===== config.mk =====
export PLATFORM = sky130hd
export DESIGN_NAME = health_controller_flat
export DESIGN_NICKNAME = d
export VERILOG_FILES = /design/src/rtl/health_controller_if.sv /design/src/rtl/health_controller.sv /design/src/flat_wrapper.sv
export SDC_FILE = /design/constraint.sdc
export NUM_CORES = 1
export LEC_CHECK = 0
export ABC_AREA = 1
export CAP_MARGIN = 20
export CORE_MARGIN = 1
export CORE_UTILIZATION = 28
export DETAILED_ROUTE_END_ITERATION = 10
export PLACE_DENSITY = 0.43
export SLEW_MARGIN = 20
export SYNTH_ARGS = -nofsm -noshare
export SYNTH_HDL_FRONTEND = slang
export SYNTH_SLANG_ARGS = --single-unit

===== constraint.sdc =====
create_clock -name clk -period 4.15 [get_ports clk]
set_input_delay 0.415 -clock clk [delete_from_list [all_inputs] [get_ports clk]]
set_output_delay 0.415 -clock clk [all_outputs]
set_load 0.05 [all_outputs]

===== src/rtl/health_controller_if.sv =====
// Hit/frame control bus between game logic and one player's health controller.
// The master side drives events; the slave side reports health and status.
interface health_controller_if;
   logic       frame_tick;
   logic       new_round;
   logic       hit_valid;
   logic [7:0] hit_damage;
   logic       block_active;
   logic [8:0] curr_health;
   logic       hit_ack;
   logic       hit_ignored;
   logic       invuln;
   logic [3:0] combo_count;
   logic       ko;
   logic       ko_pulse;

   modport master (
      output frame_tick, new_round, hit_valid, hit_damage, block_active,
      input  curr_health, hit_ack, hit_ignored, invuln, combo_count, ko, ko_pulse
   );

   modport slave (
      input  frame_tick, new_round, hit_valid, hit_damage, block_active,
      output curr_health, hit_ack, hit_ignored, invuln, combo_count, ko, ko_pulse
   );
endinterface


===== src/rtl/health_controller.sv =====
// Per-player health controller.
// Handles damage with block chip reduction, frame-counted invulnerability, combo tracking and KO.
module health_controller #(
   parameter int FULL_HEALTH   = 200,
   parameter int INVULN_FRAMES = 20,
   parameter int COMBO_FRAMES  = 30,
   parameter int CHIP_SHIFT    = 2
) (
   input logic               clk,
   input logic               reset,
   health_controller_if.slave bus
);

   typedef enum logic [1:0] {
      ALIVE  = 2'd0,
      INVULN = 2'd1,
      KO     = 2'd2
   } state_t;

   localparam logic [8:0]  FullHealth   = 9'(FULL_HEALTH);
   localparam logic [15:0] InvulnFrames = 16'(INVULN_FRAMES);
   localparam logic [15:0] ComboFrames  = 16'(COMBO_FRAMES);

   state_t      state_q;
   logic [8:0]  health_q;
   logic [15:0] invCnt_q;
   logic [15:0] comboCnt_q;
   logic [3:0]  comboCount_q;
   logic        hitAck_q;
   logic        hitIgnored_q;
   logic        koPulse_q;

   logic [8:0]  rawDamage_d;
   logic [8:0]  eff_d;
   logic [8:0]  newHealth_d;

   // Damage is widened to 9 bits first so the subtraction compares cleanly against health.
   assign rawDamage_d = {1'b0, bus.hit_damage};
   assign eff_d       = bus.block_active ? (rawDamage_d >> CHIP_SHIFT) : rawDamage_d;
   assign newHealth_d = (health_q > eff_d) ? (health_q - eff_d) : 9'd0;

   // Hit handling in ALIVE overrides the combo-timer decay from the same cycle.
   always_ff @(posedge clk or posedge reset) begin
      if (reset) begin
         state_q      <= ALIVE;
         health_q     <= FullHealth;
         invCnt_q     <= '0;
         comboCnt_q   <= '0;
         comboCount_q <= '0;
         hitAck_q     <= 1'b0;
         hitIgnored_q <= 1'b0;
         koPulse_q    <= 1'b0;
      end else begin
         hitAck_q     <= 1'b0;
         hitIgnored_q <= 1'b0;
         koPulse_q    <= 1'b0;
         if (bus.new_round) begin
            state_q      <= ALIVE;
            health_q     <= FullHealth;
            invCnt_q     <= '0;
            comboCnt_q   <= '0;
            comboCount_q <= '0;
         end else begin
            if (bus.frame_tick && comboCount_q != 4'd0) begin
               if (comboCnt_q <= 16'd1) begin
                  comboCnt_q   <= '0;
                  comboCount_q <= '0;
               end else begin
                  comboCnt_q <= comboCnt_q - 16'd1;
               end
            end
            case (state_q)
               ALIVE: begin
                  if (bus.hit_valid) begin
                     hitAck_q <= 1'b1;
                     health_q <= newHealth_d;
                     if (newHealth_d == 9'd0) begin
                        state_q   <= KO;
                        koPulse_q <= 1'b1;
                     end else if (eff_d != 9'd0) begin
                        state_q  <= INVULN;
                        invCnt_q <= InvulnFrames;
                     end
                     if (bus.block_active) begin
                        comboCount_q <= '0;
                        comboCnt_q   <= '0;
                     end else if (eff_d != 9'd0) begin
                        comboCount_q <= (comboCount_q == 4'd15) ? 4'd15 : comboCount_q + 4'd1;
                        comboCnt_q   <= ComboFrames;
                     end
                  end
               end
               INVULN: begin
                  if (bus.hit_valid) begin
                     hitIgnored_q <= 1'b1;
                  end
                  if (bus.frame_tick) begin
                     if (invCnt_q <= 16'd1) begin
                        invCnt_q <= '0;
                        state_q  <= ALIVE;
                     end else begin
                        invCnt_q <= invCnt_q - 16'd1;
                     end
                  end
               end
               KO: begin
                  if (bus.hit_valid) begin
                     hitIgnored_q <= 1'b1;
                  end
               end
               default: state_q <= ALIVE;
            endcase
         end
      end
   end

   assign bus.curr_health = health_q;
   assign bus.hit_ack     = hitAck_q;
   assign bus.hit_ignored = hitIgnored_q;
   assign bus.invuln      = (state_q == INVULN);
   assign bus.combo_count = comboCount_q;
   assign bus.ko          = (state_q == KO);
   assign bus.ko_pulse    = koPulse_q;

endmodule


===== src/flat_wrapper.sv =====
// flat-port wrapper written by rule: the top's interface ports become plain ports
module health_controller_flat 
#(
   parameter int FULL_HEALTH   = 200,
   parameter int INVULN_FRAMES = 20,
   parameter int COMBO_FRAMES  = 30,
   parameter int CHIP_SHIFT    = 2
)
  (clk, reset, bus_frame_tick, bus_new_round, bus_hit_valid, bus_hit_damage, bus_block_active, bus_curr_health, bus_hit_ack, bus_hit_ignored, bus_invuln, bus_combo_count, bus_ko, bus_ko_pulse);
  health_controller_if bus_i ();
  input logic clk;
  input logic reset;
  input wire logic [$bits(bus_i.frame_tick)-1:0] bus_frame_tick;
  input wire logic [$bits(bus_i.new_round)-1:0] bus_new_round;
  input wire logic [$bits(bus_i.hit_valid)-1:0] bus_hit_valid;
  input wire logic [$bits(bus_i.hit_damage)-1:0] bus_hit_damage;
  input wire logic [$bits(bus_i.block_active)-1:0] bus_block_active;
  output wire logic [$bits(bus_i.curr_health)-1:0] bus_curr_health;
  output wire logic [$bits(bus_i.hit_ack)-1:0] bus_hit_ack;
  output wire logic [$bits(bus_i.hit_ignored)-1:0] bus_hit_ignored;
  output wire logic [$bits(bus_i.invuln)-1:0] bus_invuln;
  output wire logic [$bits(bus_i.combo_count)-1:0] bus_combo_count;
  output wire logic [$bits(bus_i.ko)-1:0] bus_ko;
  output wire logic [$bits(bus_i.ko_pulse)-1:0] bus_ko_pulse;
  assign bus_i.frame_tick = bus_frame_tick;
  assign bus_i.new_round = bus_new_round;
  assign bus_i.hit_valid = bus_hit_valid;
  assign bus_i.hit_damage = bus_hit_damage;
  assign bus_i.block_active = bus_block_active;
  assign bus_curr_health = bus_i.curr_health;
  assign bus_hit_ack = bus_i.hit_ack;
  assign bus_hit_ignored = bus_i.hit_ignored;
  assign bus_invuln = bus_i.invuln;
  assign bus_combo_count = bus_i.combo_count;
  assign bus_ko = bus_i.ko;
  assign bus_ko_pulse = bus_i.ko_pulse;
  health_controller #(.FULL_HEALTH(FULL_HEALTH), .INVULN_FRAMES(INVULN_FRAMES), .COMBO_FRAMES(COMBO_FRAMES), .CHIP_SHIFT(CHIP_SHIFT)) u_core (.clk(clk), .reset(reset), .bus(bus_i));
endmodule

**Word-level counts from Yosys, hierarchy flattened**

Index checks and enable logic that the tools add are counted.

- Bits in registers: 50
- Input bits: 14
- Output and inout bits: 18
- Logic and storage cells: 80

- Add/subtract/negate cells: 4
- Magnitude comparators: 3
- Equality and inequality tests: 10
- Multiplexer cells: 43
- Reduce and logical (&&, ||, !) cells: 12

Operators with widths:

| kind | number |
|---|---|
| $mux W16 | 13 |
| $mux W9 | 4 |
| $le A16 B1 Y1 const B | 2 |
| $mux W4 | 8 |
| $pmux W16 S2 | 1 |
| $sub A16 B1 Y16 const B | 2 |
| $mux W2 | 6 |
| $reduce_and A5 Y1 | 2 |
| $gt A9 B9 Y1 | 1 |
| $logic_not A9 Y1 | 1 |
| $mux W1 | 9 |
| $ne A3 B3 Y1 const B | 3 |
| $reduce_bool A9 Y1 | 1 |
| $sub A9 B9 Y9 | 1 |
| $mux W8 | 1 |
| $ne A3 B2 Y1 const B | 2 |
| $pmux W2 S3 | 1 |
| $add A4 B1 Y4 const B | 1 |
| $eq A4 B4 Y1 const B | 1 |
| $ne A4 B2 Y1 const B | 1 |
| $reduce_bool A2 Y1 | 2 |
| $reduce_bool A4 Y1 | 1 |
| $reduce_bool A3 Y1 | 1 |
| $eq A2 B1 Y1 const B | 1 |
| other kinds (6) | 6 |

**Longest topological paths before layout**

- Depth in word-level cells: 8
- Depth in mapped cells: 20
- Depth with buffers taken out: 20

**Worst setup path after synthesis**

OpenSTA, ideal clock, no wires.

- Path type: input -> register
- Start point: in bus_block_active
- End point: reg u_core.invCnt_q[4]
- Setup time: 0.117 ns
- Arrival: 2.460 ns
- Data required time: 4.033 ns
- Path slack: 1.573 ns
- Cell stages on the path: 18
- Buffers on the path: 2
- Path through: buf_4 > nand2_1 > o21ai_0 > inv_1 > ha_1 > inv_1 > fa_1 > nand2_1 > nand2_2 > nand2_1 > nand3_1 > nand2_1 > inv_2 > o21ai_2 > nand4_4 > buf_2 > nand3_1 > nand2_1

- Word-level cells in the longest chain between the ends: 6
- Elaborated cells between the ends (all ways): 9
- Those cells by class: add/sub (1); order compare (1); eq/ne (2); mux (2); reduce/logical (3)

Ends and longest elaborated chain:

| element | line | source |
|---|---|---|
| from (decl) | flat_wrapper.sv:17 | `input wire logic [$bits(bus_i.block_active)-1:0] bus_block_active;` |
| $mux W8 (*) | health_controller.sv:39 | `assign eff_d = bus.block_active ? (rawDamage_d >> CHIP_SHIFT) : rawDamage_d;` |
| $sub A9 B9 Y9 / $gt A9 B9 Y1 (equally long branches) | health_controller.sv:40 | `assign newHealth_d = (health_q > eff_d) ? (health_q - eff_d) : 9'd0;` |
| $mux W9 | health_controller.sv:40 |  |
| $logic_not A9 Y1 | health_controller.sv:77 | `if (newHealth_d == 9'd0) begin` |
| $ne A3 B3 Y1 (no line) | n/a |  |
| $reduce_and A5 Y1 (no line) (*) | n/a |  |
| to (signal assigned) | health_controller.sv:82 | `invCnt_q <= InvulnFrames;` |
| to (signal assigned) | health_controller.sv:102 | `invCnt_q <= invCnt_q - 16'd1;` |
| to (decl) | health_controller.sv:26 | `logic [15:0] invCnt_q;` |

Every way passes the cells marked *; elsewhere a longest branch is shown, timed or not.
A chain may end at the register's enable or synchronous reset.

**Final worst setup path**

- Start point: in bus_block_active
- End point: reg u_core.invCnt_q[1]

Same word-level chain as after synthesis.

==> qor.csv <==
metric,value,unit
ctsResizeCount,0,
reg2reg_slack,1.49,ns
rows,40,
io_pins,32,
die-area,13200,µm²
period_minus_slack,3.29,ns
min_period_over_period,79.3,%
hp-class,reg -> reg,
cts_setup_buffers,0,
synth-edff-count,0,
synth_commonest_cells,"nand2_1, nor2_1, inv_1",
die_y,115,µm
core_area,12200,µm²
cts_sinks,50,
synth.most_common_cell,nand2_1,
synth_top_area_cell,dfrtp_1,
clk_pin_slew,0.07,ns
syn_area,3560,µm²
area_growth,19.2,%
grt_overflow,0,
p_seq_share,26.8,%
syn_nets,539,
setup_tns,0,ns
ys_top_cells_by_area,"dfrtp_1, nand2_1, nor2_1",
cellPowerDensity,697,nW/µm²
cp-start-kind,primary input,
ys_warn_count,0,
drtAntennaViolNets,0,
antenna_found_initial,0,
finalHoldViolCount,0,
p_comb_share,54.8,%
synthFlopType,dfrtp_1,
ys_ff_latch,50,
slew_viol_final,0,
h-tree-depth,2,
wl,8.98,mm
path_class,in -> reg,
postSynthCellCount,506,
setup_ws,0.860,ns
grt_pass1_wl,15.4,mm
rr_startpoint,u_core.bus.curr_health[0],
via_per_inst,4.53,
crit_path_end_kind,flop,
drt_iter0_drc,170,
fin_hold_ws,0.502,ns
crit_fanout,19,
worstHoldStart,u_core.state_q[1],
die_width,115,µm
grt_use_total,14.8,%
hold_end,u_core.state_q[1],
finalSetupViolations,0,
cts_tree,done,
outcome,completed,
clk_path_buf_depth,2,
yosysTopAreaCellShare,33.0,%
synth.distinct_cells,41,
r2r_end,u_core.invCnt_q[1],
via_count,3202,
synthArstFlopShare,100,%
p_sw,1.38,mW
start_util,29.2,%
dr.pass1.iters,5,
cp-startpoint,bus_block_active,
ctsHoldBuffers,0,
root_buffer,clkbuf_16,
dp_hpwl,6.90,mm
diodes,0,
power.internal,1.58,mW
drive_gt1_share,7.61,%
finalPower,2.96,mW
synth_area_per_cell,7.04,µm²
vdd.ir_drop.worst,0.000214,V
tightest_slew,0.631,ns
required,4.37,ns
reg2reg_depth,13,
rsz0062_at_grt,false,
seq_area_frac_synth,35.2,%
nets,571,
grt_pass1_vias,3187,
place_congestion,0.837,
min_path_cells,2,
cap_violations,0,
relSlewSlack,57.8,%
finClkSkew,0.0102,ns
wl_per_cell,12.7,µm
cts_made_buffers,5,
io_buffers,31,
leakagePower,2.16,nW
fmax,304,MHz
grt_start_max_net_pins,29,
dp_slack,0.534,ns
p_sw_share,46.5,%
insertion_delay,0.29,ns
drc_errors,0,
cp.arrival,3.51,ns
clkPwrFrac,18.5,%
==> state kept, by name, summed over array words and instances, names as in the netlist <==
name / count
u_core.bus.hit_ack: 1
u_core.bus.hit_ignored: 1
u_core.bus.ko_pulse: 1
u_core.bus.combo_count: 4
u_core.state_q: 2
u_core.bus.curr_health: 9
u_core.invCnt_q: 16
u_core.comboCnt_q: 16
==> per-stage QoR <==
stage / area [µm²] / std cells / util (%)
finish: 4250 / 707 / 34.8
global route: 4250 / 707 / 34.8
CTS: 4250 / 707 / 34.8
detailed placement: 4050 / 699 / 33.1
global placement: 4050 / 699 / 33.1
floorplan: 3560 / 506 / -
==> placed cells by master, fill, tap and decap left out, drive strengths merged, types with 3 or more instances in the layout <==
cell / instances
xor2: 11
xnor2: 9
nand3: 36
dfrtp: 47
a21oi: 21
nor3: 11
clkdlybuf4s50: 31
nor3b: 7
dfstp: 3
inv: 71
ha: 18
clkbuf: 6
o21ai: 17
nand4: 8
nor2: 68
nand2: 150
or2: 5
o31ai: 5
==> layer usage <==
layer	up-vias	wire length (µm)	track usage, %
li1	1673	-	-
met1	1488	4560	19.8
met2	32	4130	24.7
met3	9	170	2.11
met4	0	119	4.50
met5	-	0	0
==> critical path, cell delays in order <==
cell	delay [ns]
clkdlybuf4s50_1	0.67
o21ai_0	0.22
inv_1	0.09
ha_1	0.14
inv_1	0.08
fa_1	0.43
nand2_1	0.11
nand2_2	0.06
xnor2_1	0.24
a21oi_1	0.13
nor2_2	0.18
nand4_4	0.30
nand2_4	0.30
nand2_1	0.08
nand2_1	0.06
==> cell families (layout without fill, tap and decap cells) <==
group                      after synthesis  count (layout)  synth area share (%)
and+or+nand+nor                        287             287                  35.6
buffers and inverters                   78             111                  8.71
AOI/OAI and AO/OA                       52              52                  8.67
DFF                                     50              50                  35.2
xor gates and xnor gates                20              20                  4.92
adders and majority gates               19              19                  6.88
==> how the worst max path moves through the flow <==
stage,slack [ns],end,cells past startpoint
after floorplan,1.57,u_core.invCnt_q[4],18
after global placement,0.50,u_core.invCnt_q[13],15
after detailed placement,0.53,u_core.invCnt_q[1],15
after CTS,0.83,u_core.invCnt_q[1],15
after global routing,0.54,u_core.invCnt_q[2],17
final,0.86,u_core.invCnt_q[1],15
==> power groups by stage <==
stage               clock [mW]  sequential (mW)  combinational (mW)
floorplan                    0            0.877                1.18
global placement             0            0.803                1.63
detailed placement           0            0.799                1.63
CTS                      0.564            0.794                1.64
global route             0.580            0.820                1.83
finish                   0.547            0.793                1.62
==> cell type report <==
cell class	count	area [µm²]
well taps	168	210
clock inverters	2	60.1
fillers	1336	7970
clock buffers	6	139
flip-flops and latches	50	1250
multi-input cells	378	2000
repair buffers	32	318
inverters	71	267
Power figures use the tool's default switching activity.
